### config.mk
export PLATFORM = sky130hd
export DESIGN_NAME = if_id_skid_regs
export DESIGN_NICKNAME = d
export VERILOG_FILES = /design/src/rtl/if_id_skid_regs_pkg.sv /design/src/rtl/if_id_skid_regs_skid_buf.sv /design/src/rtl/if_id_skid_regs.sv
export SDC_FILE = /design/constraint.sdc
export NUM_CORES = 1
export LEC_CHECK = 0
export CELL_PAD_IN_SITES_DETAIL_PLACEMENT = 1
export CELL_PAD_IN_SITES_GLOBAL_PLACEMENT = 1
export CORE_ASPECT_RATIO = 2
export CORE_MARGIN = 4
export CORE_UTILIZATION = 38
export DETAILED_ROUTE_END_ITERATION = 8
export GPL_TIMING_DRIVEN = 1
export PLACE_DENSITY_LB_ADDON = 0.1
export SYNTH_ARGS = -nofsm -noshare
export SYNTH_HDL_FRONTEND = slang
export SYNTH_SLANG_ARGS = --single-unit
### constraint.sdc
create_clock -name clk -period 2.2 [get_ports clk]
set_clock_uncertainty 0.2 [all_clocks]
set_input_delay 0.22 -clock clk [delete_from_list [all_inputs] [get_ports clk]]
set_output_delay 0.22 -clock clk [all_outputs]
set_load 0.005 [all_outputs]
### src/rtl/if_id_skid_regs_pkg.sv
// Shared defaults and the occupancy state type for the IF->ID skid stage.
package if_id_skid_regs_pkg;

    localparam int          DEFAULT_PC_W     = 64;
    localparam int          DEFAULT_INST_W   = 32;
    localparam logic [63:0] DEFAULT_RESET_PC = 64'h8000_0000;
    localparam logic [31:0] DEFAULT_NOP_INST = 32'h0000_0013;

    // Encoding equals the occupancy count, so occ is the state register itself.
    typedef enum logic [1:0] {
        BUF_EMPTY = 2'd0,
        BUF_ONE   = 2'd1,
        BUF_FULL  = 2'd2
    } buf_state_t;

endpackage

### src/rtl/if_id_skid_regs_skid_buf.sv
// Generic 2-entry valid/ready skid buffer with synchronous flush.
// Ready and valid come only from registered occupancy, so there is no combinational path from out_ready to in_ready.
module pipe_skid_buf
    import if_id_skid_regs_pkg::*;
#(
    parameter int                DATA_W     = 97,
    parameter logic [DATA_W-1:0] RESET_HEAD = '0
) (
    input  logic              clk,
    input  logic              rst,
    input  logic              flush,
    input  logic              in_valid,
    output logic              in_ready,
    input  logic [DATA_W-1:0] in_data,
    output logic              out_valid,
    input  logic              out_ready,
    output logic [DATA_W-1:0] out_data,
    output logic [1:0]        occ
);

    buf_state_t        state;
    buf_state_t        state_nxt;
    logic [DATA_W-1:0] head_q;
    logic [DATA_W-1:0] tail_q;
    logic              push;
    logic              pop;
    logic              load_head;
    logic              head_from_tail;
    logic              load_tail;

    assign in_ready  = (state != BUF_FULL);
    assign out_valid = (state != BUF_EMPTY);
    assign push      = in_valid && in_ready;
    assign pop       = out_valid && out_ready;

    always_ff @(posedge clk) begin
        if (rst) begin
            state <= BUF_EMPTY;
        end else begin
            state <= state_nxt;
        end
    end

    always_comb begin
        state_nxt = state;
        if (flush) begin
            state_nxt = BUF_EMPTY;
        end else begin
            case (state)
                BUF_EMPTY: if (push) state_nxt = BUF_ONE;
                BUF_ONE: begin
                    if (push && !pop) begin
                        state_nxt = BUF_FULL;
                    end else if (!push && pop) begin
                        state_nxt = BUF_EMPTY;
                    end
                end
                BUF_FULL:  if (pop) state_nxt = BUF_ONE;
                default:   state_nxt = BUF_EMPTY;
            endcase
        end
    end

    // A flush suppresses every data move so the head (and thus out_pc) holds.
    always_comb begin
        load_head      = 1'b0;
        head_from_tail = 1'b0;
        load_tail      = 1'b0;
        if (!flush) begin
            case (state)
                BUF_EMPTY: load_head = push;
                BUF_ONE: begin
                    load_head = push && pop;
                    load_tail = push && !pop;
                end
                BUF_FULL: begin
                    load_head      = pop;
                    head_from_tail = 1'b1;
                end
                default: ;
            endcase
        end
    end

    always_ff @(posedge clk) begin
        if (rst) begin
            head_q <= RESET_HEAD;
            tail_q <= '0;
        end else begin
            if (load_head) begin
                head_q <= head_from_tail ? tail_q : in_data;
            end
            if (load_tail) begin
                tail_q <= in_data;
            end
        end
    end

    assign out_data = head_q;
    assign occ      = state;

endmodule

### src/rtl/if_id_skid_regs.sv
// IF->ID boundary: 2-entry skid buffer of {pc, inst, err} beats with redirect flush.
// Presents NOP_INST with a cleared fault flag while empty; out_pc keeps the last head pc.
module if_id_skid_regs
    import if_id_skid_regs_pkg::*;
#(
    parameter int                PC_W     = DEFAULT_PC_W,
    parameter int                INST_W   = DEFAULT_INST_W,
    parameter logic [PC_W-1:0]   RESET_PC = DEFAULT_RESET_PC[PC_W-1:0],
    parameter logic [INST_W-1:0] NOP_INST = DEFAULT_NOP_INST[INST_W-1:0]
) (
    input  logic              clk,
    input  logic              rst,
    input  logic              in_valid,
    output logic              in_ready,
    input  logic [PC_W-1:0]   in_pc,
    input  logic [INST_W-1:0] in_inst,
    input  logic              in_err,
    output logic              out_valid,
    input  logic              out_ready,
    output logic [PC_W-1:0]   out_pc,
    output logic [INST_W-1:0] out_inst,
    output logic              out_err,
    input  logic              flush,
    output logic [1:0]        occ
);

    localparam int DATA_W = PC_W + INST_W + 1;

    logic [DATA_W-1:0] head;
    logic              stall_q;
    logic [DATA_W-1:0] stall_beat_q;

    pipe_skid_buf #(
        .DATA_W     (DATA_W),
        .RESET_HEAD ({RESET_PC, NOP_INST, 1'b0})
    ) u_buf (
        .clk       (clk),
        .rst       (rst),
        .flush     (flush),
        .in_valid  (in_valid),
        .in_ready  (in_ready),
        .in_data   ({in_pc, in_inst, in_err}),
        .out_valid (out_valid),
        .out_ready (out_ready),
        .out_data  (head),
        .occ       (occ)
    );

    assign out_pc   = head[DATA_W-1 -: PC_W];
    assign out_inst = out_valid ? head[INST_W:1] : NOP_INST;
    assign out_err  = out_valid & head[0];

    // Fetch must hold a refused beat steady until accepted; a redirect releases it.
    always_ff @(posedge clk) begin
        if (rst) begin
            stall_q <= 1'b0;
        end else begin
            stall_q <= in_valid && !in_ready && !flush;
        end
        stall_beat_q <= {in_pc, in_inst, in_err};
    end

    held_beat_stable: assert property (@(posedge clk) disable iff (rst)
        stall_q |-> (in_valid && ({in_pc, in_inst, in_err} == stall_beat_q)));

endmodule

==> metrics, run 1 <==
sum of negative setup slack 0 ps; starting density of the core 38.80%; vias in the first global route 7758; final count of negative-setup-slack endpoints 0; required time at the endpoint of the critical path 1780 ps; Antenna Violating Nets Remaining 0; number of nets at the end of the flow 1208; area after detailed placement 11190 um^2; Synth Warn # 0; worst hold path class in2reg; Crit. End Element primary output; post-synthesis average cell area 9.160 um^2; hold bufs inserted after CTS 0; Leak 0.003888 uW; time the worst path needs with I/O delays and setup 2169 ps; wire length of the first global-routing pass 42190 um; Hold Vio Cnt, Final 0; CTS H-Tree Depth 4; detailed-routing iteration count for the pre-antenna-repair pass 4; crit path to out_inst[8]; share of the synthesized area in the top cell type 43.36%; row count 79; total overflow reported by the global router 0; chain of cells forming the critical path nor2_2, buf_6, nor2b_1, clkdlybuf4s50_1; most area-consuming cells after synthesis sky130_fd_sc_hd__dfxtp_1, sky130_fd_sc_hd__a221oi_2, sky130_fd_sc_hd__mux2i_1, sky130_fd_sc_hd__nand2_1, sky130_fd_sc_hd__buf_4; clock net sink count 196; DP Wirelength 17690 um; total power density per cell area 677.3 nW/um^2; number of clock buffers inserted by TritonCTS 17; CTS root buf sky130_fd_sc_hd__clkbuf_16; FF+latch count, synth 196; fraction of the yosys area taken by sequential cells 43.36%; global placer's final weighted congestion 0.7381; violation count after the first detailed-routing iteration 310; count of buffer and inverter cells on the critical path 2; number of stages on the worst setup path 4; CP arrival 1750 ps; area of combinational cells with multiple inputs 4283 um^2; die footprint 26500 um^2; Die X 117.1 um; beginning of the worst register-to-register path u_buf.occ[1]; Die Span Y 226.2 um; all-layer global routing usage 20.46%; capturing point of the worst reg2reg path u_buf.out_data[4]; maximum number of pins on one net before global-route repair 72; ports placed on the boundary 203; share of layout cells above drive strength 1 15.47%; setup slack on the worst flop-to-flop path 260 ps; net count of the mapped netlist 1090; number of antenna diodes 0; Setup CP Type reg2out; family of cells with the greatest summed delay on the critical path buffers and inverters; WL per Instance 18.96 um; clk slew on worst S/H paths 70 ps; layout-stage area growth over the synthesis result 31.01%; Routed WL 26560 um; outcome finished clean; Residual DRC 0; Max Cap Viol 0; synthesized instance count 988; Clk Latency, worst-skew pair 440 ps; vias per cell 5.270; crit-path max cell delay 450 ps; maximum vdd drop 0.0003167 V; cell area after synthesis 9050 um^2; unrepaired setup endpoints after global routing yes; Unique masters post-synth 28; Max Root-Sink Buffers 2; antenna violations before repair 0; Worst Max-Slew Pin Slew 604.2 ps; path depth of the worst reg2reg path 6; critical path launch point u_buf.occ[0]; worst slew slack as a fraction of its limit 59.72%; Finished Cell Area 11860 um^2; Util after Layout 50.83%; maximum fanout along the worst path 15; Buffers on Ports 202; fillcell total 2617; maximum clock frequency 0.4611 GHz; core footprint 23330 um^2; Final Total Pwr 8030 uW; element type at the critical path start flop; TritonCTS clock tree yes; footprint of the flip-flops and latches 3931 um^2; final count of pins violating max slew 0; final clock period utilization by the worst path 98.58%; slowest cell on the critical path sky130_fd_sc_hd__clkdlybuf4s50_1; count of vias placed by the detailed router 7383; post-synth top area cell sky130_fd_sc_hd__dfxtp_1
[through the flow]
stage               cells  hold slack [ps]  setup WS (ps)
global route         1401            137.8         -29.14
global placement     1369            240.5          43.42
floorplan             988            111.5          408.9
detailed placement   1369            247.9          26.75
CTS                  1401            123.8         -16.31
finish               1401            131.2          31.35
[kinds of logic (layout without fill, tap and decap cells)]
family	Yosys count	after routing	synth area share, %
and+or+nand+nor	343	343	15.73
AOI/OAI and AO/OA	199	199	19.96
buffers and inverters	153	283	10.22
DFF	196	196	43.36
muxes	97	97	10.73
[flip-flops by register name, summed over array words and instances, names as in the netlist]
name            cells
u_buf.tail_q       97
u_buf.occ           2
u_buf.out_data     97
[power breakdown]
| group | switching (uW) | leakage (uW) | internal [uW] |
|---|---|---|---|
| Sequential | 84.4 | 0.00160 | 3690 |
| Combinational | 481 | 0.00201 | 583 |
| Clock | 1390 | 0.000279 | 1810 |
| Total | 1950 | 0.00389 | 6080 |
[worst min-delay path by stage]
stage,cells after the start,slack [ps],end,start
5_1_grt,3,140,u_buf.tail_q[26],in_inst[25]
4_1_cts,3,120,u_buf.tail_q[15],in_inst[14]
3_5_place_dp,2,250,u_buf.tail_q[33],u_buf.tail_q[33]
6_report,2,130,u_buf.tail_q[71],rst
2_1_floorplan,1,110,u_buf.occ[1],out_ready
3_3_place_gp,2,240,u_buf.tail_q[76],u_buf.tail_q[76]
[Yosys cell counts]
master	n
sky130_fd_sc_hd__mux2i_1	97
sky130_fd_sc_hd__o21a_1	1
sky130_fd_sc_hd__dfxtp_1	196
sky130_fd_sc_hd__nor2_1	98
sky130_fd_sc_hd__a211oi_1	4
sky130_fd_sc_hd__nand3b_1	1
sky130_fd_sc_hd__o22a_1	1
sky130_fd_sc_hd__nor3_2	1
sky130_fd_sc_hd__inv_1	1
sky130_fd_sc_hd__nand2b_1	3
sky130_fd_sc_hd__nor3b_2	1
sky130_fd_sc_hd__buf_4	80
sky130_fd_sc_hd__buf_2	22
sky130_fd_sc_hd__nand2_1	197
sky130_fd_sc_hd__buf_6	3
sky130_fd_sc_hd__nor2b_1	35
sky130_fd_sc_hd__a2111oi_0	1
sky130_fd_sc_hd__or2_2	3
sky130_fd_sc_hd__nor3_1	1
sky130_fd_sc_hd__clkbuf_1	44
sky130_fd_sc_hd__a221oi_1	23
sky130_fd_sc_hd__a21oi_1	98
sky130_fd_sc_hd__and4bb_2	1
sky130_fd_sc_hd__buf_1	3
sky130_fd_sc_hd__a221oi_2	70
sky130_fd_sc_hd__or2_1	1
sky130_fd_sc_hd__a21oi_2	1
sky130_fd_sc_hd__or3_1	1
[timing repair]
action	4_1_cts	5_1_grt
setup buffers	1	0
gates resized for setup	19	15
setup endpoints to repair	34	18
[final cells by class]
type / instances / area share, %
well taps: 283 / 2.986
repair buffers: 251 / 22.78
flip-flops and latches: 196 / 33.16
clock inverters: 10 / 1.119
multi-input cells: 639 / 36.12
clock buffers: 21 / 3.799
inverters: 1 / 0.03166
[placed cells by master (no fill, tap or decap), types with 5 or more instances in the layout]
| cell type | instances |
|---|---|
| sky130_fd_sc_hd__a21oi_1 | 98 |
| sky130_fd_sc_hd__a221oi_1 | 23 |
| sky130_fd_sc_hd__a221oi_2 | 70 |
| sky130_fd_sc_hd__buf_12 | 23 |
| sky130_fd_sc_hd__buf_4 | 24 |
| sky130_fd_sc_hd__clkbuf_16 | 17 |
| sky130_fd_sc_hd__clkdlybuf4s50_1 | 190 |
| sky130_fd_sc_hd__dfxtp_1 | 194 |
| sky130_fd_sc_hd__dlygate4sd2_1 | 5 |
| sky130_fd_sc_hd__dlymetal6s2s_1 | 6 |
| sky130_fd_sc_hd__mux2i_1 | 97 |
| sky130_fd_sc_hd__nand2_1 | 197 |
| sky130_fd_sc_hd__nor2_1 | 97 |
| sky130_fd_sc_hd__nor2b_1 | 22 |
| sky130_fd_sc_hd__nor2b_2 | 10 |
[per-layer routing]
metal | GRT usage [%] | share of wire [%]
met1 | 25.11 | 42
met2 | 36.23 | 53
met3 | 3.728 | 3.2
met4 | 5.370 | 1.1
met5 | 0 | 0
No activity file was read; power rests on OpenSTA's default activity.
==> inputs of run 2 (changes only) <==
- ABC_AREA: unset -> 0
==> results of run 2 <==
Final layout, timing and power as in run 1 (identical DEF).
==> inputs of run 3 (changes only) <==
- ABC_AREA: 0 -> unset
- CELL_PAD_IN_SITES_DETAIL_PLACEMENT: 1 -> unset
- CELL_PAD_IN_SITES_GLOBAL_PLACEMENT: 1 -> unset
- CORE_UTILIZATION: 38 -> 50
- PLACE_DENSITY: unset -> 0.79
- PLACE_DENSITY_LB_ADDON: 0.1 -> unset
==> metrics, run 3 (same netlist as run 1, synthesis figures left out) <==
outcome finished clean (unchanged); critical path launch point u_buf.occ[0] (unchanged); Setup WS pre-CTS 27.10 ps (was 26.75 ps); vias in the first global route 7344 (was 7758); source of the worst hold timing path rst (unchanged); slowest cell on the critical path sky130_fd_sc_hd__clkdlybuf4s50_1 (unchanged); Die Span Y 198.3 um (was 226.2 um); combinational group share of total power 13.0% (was 13.2%); chain of cells forming the critical path nor2_2, buf_6, nor2b_1, clkdlybuf4s50_1 (unchanged); required time at the endpoint of the critical path 1780 ps (about the same); leading cell type in the layout, fill and taps excluded sky130_fd_sc_hd__nand2_1 (unchanged); Clk Latency, worst-skew pair 430 ps (was 440 ps); vias per cell 5.536 (was 5.270); CTS root buf sky130_fd_sc_hd__clkbuf_16 (unchanged); Setup CP Type reg2out (unchanged); Routed WL 23510 um (was 26560 um); clk slew on worst S/H paths 70 ps (about the same); number of stages on the worst setup path 4 (unchanged); count of buffer and inverter cells on the critical path 2 (unchanged); maximum number of pins on one net before global-route repair 62 (was 72); path depth of the worst reg2reg path 6 (unchanged); total power density per cell area 689.8 nW/um^2 (was 677.3 nW/um^2); worst slew slack as a fraction of its limit 61.49% (was 59.72%); sw frac 23.38% (was 24.32%); all-layer global routing usage 23.04% (was 20.46%); maximum clock frequency 0.4677 GHz (was 0.4611 GHz); most frequent cells in the layout sky130_fd_sc_hd__nand2_1, sky130_fd_sc_hd__clkdlybuf4s50_1, sky130_fd_sc_hd__dfxtp_1 (was sky130_fd_sc_hd__nand2_1, sky130_fd_sc_hd__dfxtp_1, sky130_fd_sc_hd__clkdlybuf4s50_1); violation count after the first detailed-routing iteration 303 (was 310); CTS H-Tree Depth 4 (unchanged); net switching component of the power 1894 uW (was 1953 uW); family of cells with the greatest summed delay on the critical path buffers and inverters (unchanged); Util after Layout 66.01% (was 50.83%); wire length of the first global-routing pass 37300 um (was 42190 um); final count of negative-setup-slack endpoints 0 (unchanged); row count 69 (was 79); final count of pins violating max slew 0 (unchanged); final clock period utilization by the worst path 97.18% (was 98.58%); maximum vdd drop 0.0004691 V (was 0.0003167 V); Crit. End Element primary output (unchanged); TritonCTS clock tree yes (unchanged); die footprint 20450 um^2 (was 26500 um^2); Max Cap Viol 0 (unchanged); beginning of the worst register-to-register path u_buf.occ[1] (unchanged); hold bufs inserted after CTS 0 (unchanged); antenna violations before repair 4 (was 0); sum of negative setup slack 0 ps (unchanged); internal portion of total power 6204 uW (was 6077 uW); Hold Vio Cnt, Final 0 (unchanged); Leak 0.003817 uW (was 0.003888 uW); Residual DRC 0 (unchanged); starting density of the core 50.89% (was 38.80%); ports placed on the boundary 203 (unchanged); Antenna Violating Nets Remaining 0 (unchanged); detailed-routing iteration count for the pre-antenna-repair pass 5 (was 4); PnR worst setup slack 62.02 ps (was 31.35 ps); worst hold path class in2reg (unchanged); global placer's final weighted congestion 0.8285 (was 0.7381); maximum fanout along the worst path 22 (was 15); unrepaired setup endpoints after global routing yes (unchanged); layout-stage area growth over the synthesis result 29.72% (was 31.01%); Buffers on Ports 202 (unchanged); CP arrival 1720 ps (was 1750 ps); total overflow reported by the global router 0 (unchanged); number of clock buffers inserted by TritonCTS 17 (unchanged); post_cts resized 8 (was 19); count of vias placed by the detailed router 7368 (was 7383); Die X 103.1 um (was 117.1 um); clock net sink count 196 (unchanged); time the worst path needs with I/O delays and setup 2138 ps (was 2169 ps); setup fix buffers added after clock tree synthesis 0 (was 1); Max Root-Sink Buffers 2 (unchanged); sequential group share of total power 46.6% (was 47.0%); crit-path max cell delay 520 ps (was 450 ps); number of nets at the end of the flow 1205 (was 1208); element type at the critical path start flop (unchanged); DP Wirelength 15920 um (was 17690 um); cell depth of the worst hold path 2 (unchanged); Worst Max-Slew Pin Slew 577.6 ps (was 604.2 ps); core footprint 17780 um^2 (was 23330 um^2); WL per Instance 17.66 um (was 18.96 um); share of layout cells above drive strength 1 14.98% (was 15.47%); clock network fraction of design power 40.4% (was 39.8%)
[run 3: changes by cell type in the layout (fill, tap and decap cells not counted), sizes merged]
cell,previous run,this run
diode,0,3
buf,49,47
bufinv,3,4
dlymetal6s2s,6,3
clkdlybuf4s50,190,195
inv,1,2
clkbuf,22,19
dlygate4sd2,5,3
[run 3: final timing paths]
kind | to | slack, ps
setup / recovery | out_inst[7] | 60
hold / removal | u_buf.tail_q[49] | 40
setup reg to reg | u_buf.out_data[56] | 270
hold reg to reg | u_buf.tail_q[6] | 250
[run 3: power groups by stage]
| stage | Clock [uW] | Combinational (uW) | Sequential [uW] |
|---|---|---|---|
| floorplan | 0 | 597 | 3820 |
| global placement | 0 | 1030 | 3850 |
| detailed placement | 0 | 1050 | 3860 |
| CTS | 3330 | 1050 | 3770 |
| global route | 3440 | 1140 | 3790 |
| finish | 3270 | 1050 | 3780 |
[run 3: per-stage QoR]
step                std cells  power (uW)  area [um^2]  hold slack [ps]
global placement         1297        4885        11070            240.7
global route             1330        8366        11740            73.38
detailed placement       1297        4905        11070            246.1
CTS                      1328        8161        11700            42.31
floorplan                 988        4420         9050            111.5
finish                   1331        8098        11740            37.83
[run 3: final cells by class]
cell class / instances / area, um^2
multi-input combinational: 639 / 4260
timing repair buffer: 248 / 2651
tap: 213 / 266.5
inverter: 1 / 3.754
sequential: 196 / 3929
fill: 1408 / 6045
antenna: 3 / 7.507
clock inverter: 12 / 178.9
clock buffer: 19 / 442.9
[run 3: routing by layer]
metal  up-vias  global-route usage [%]  part of all wire, %
li1       3584                       -                    -
met1      3485                   27.11                   38
met2       242                   38.55                   53
met3        53                   4.372                  4.9
met4         4                   12.73                  3.9
met5         -                       0                 0.11
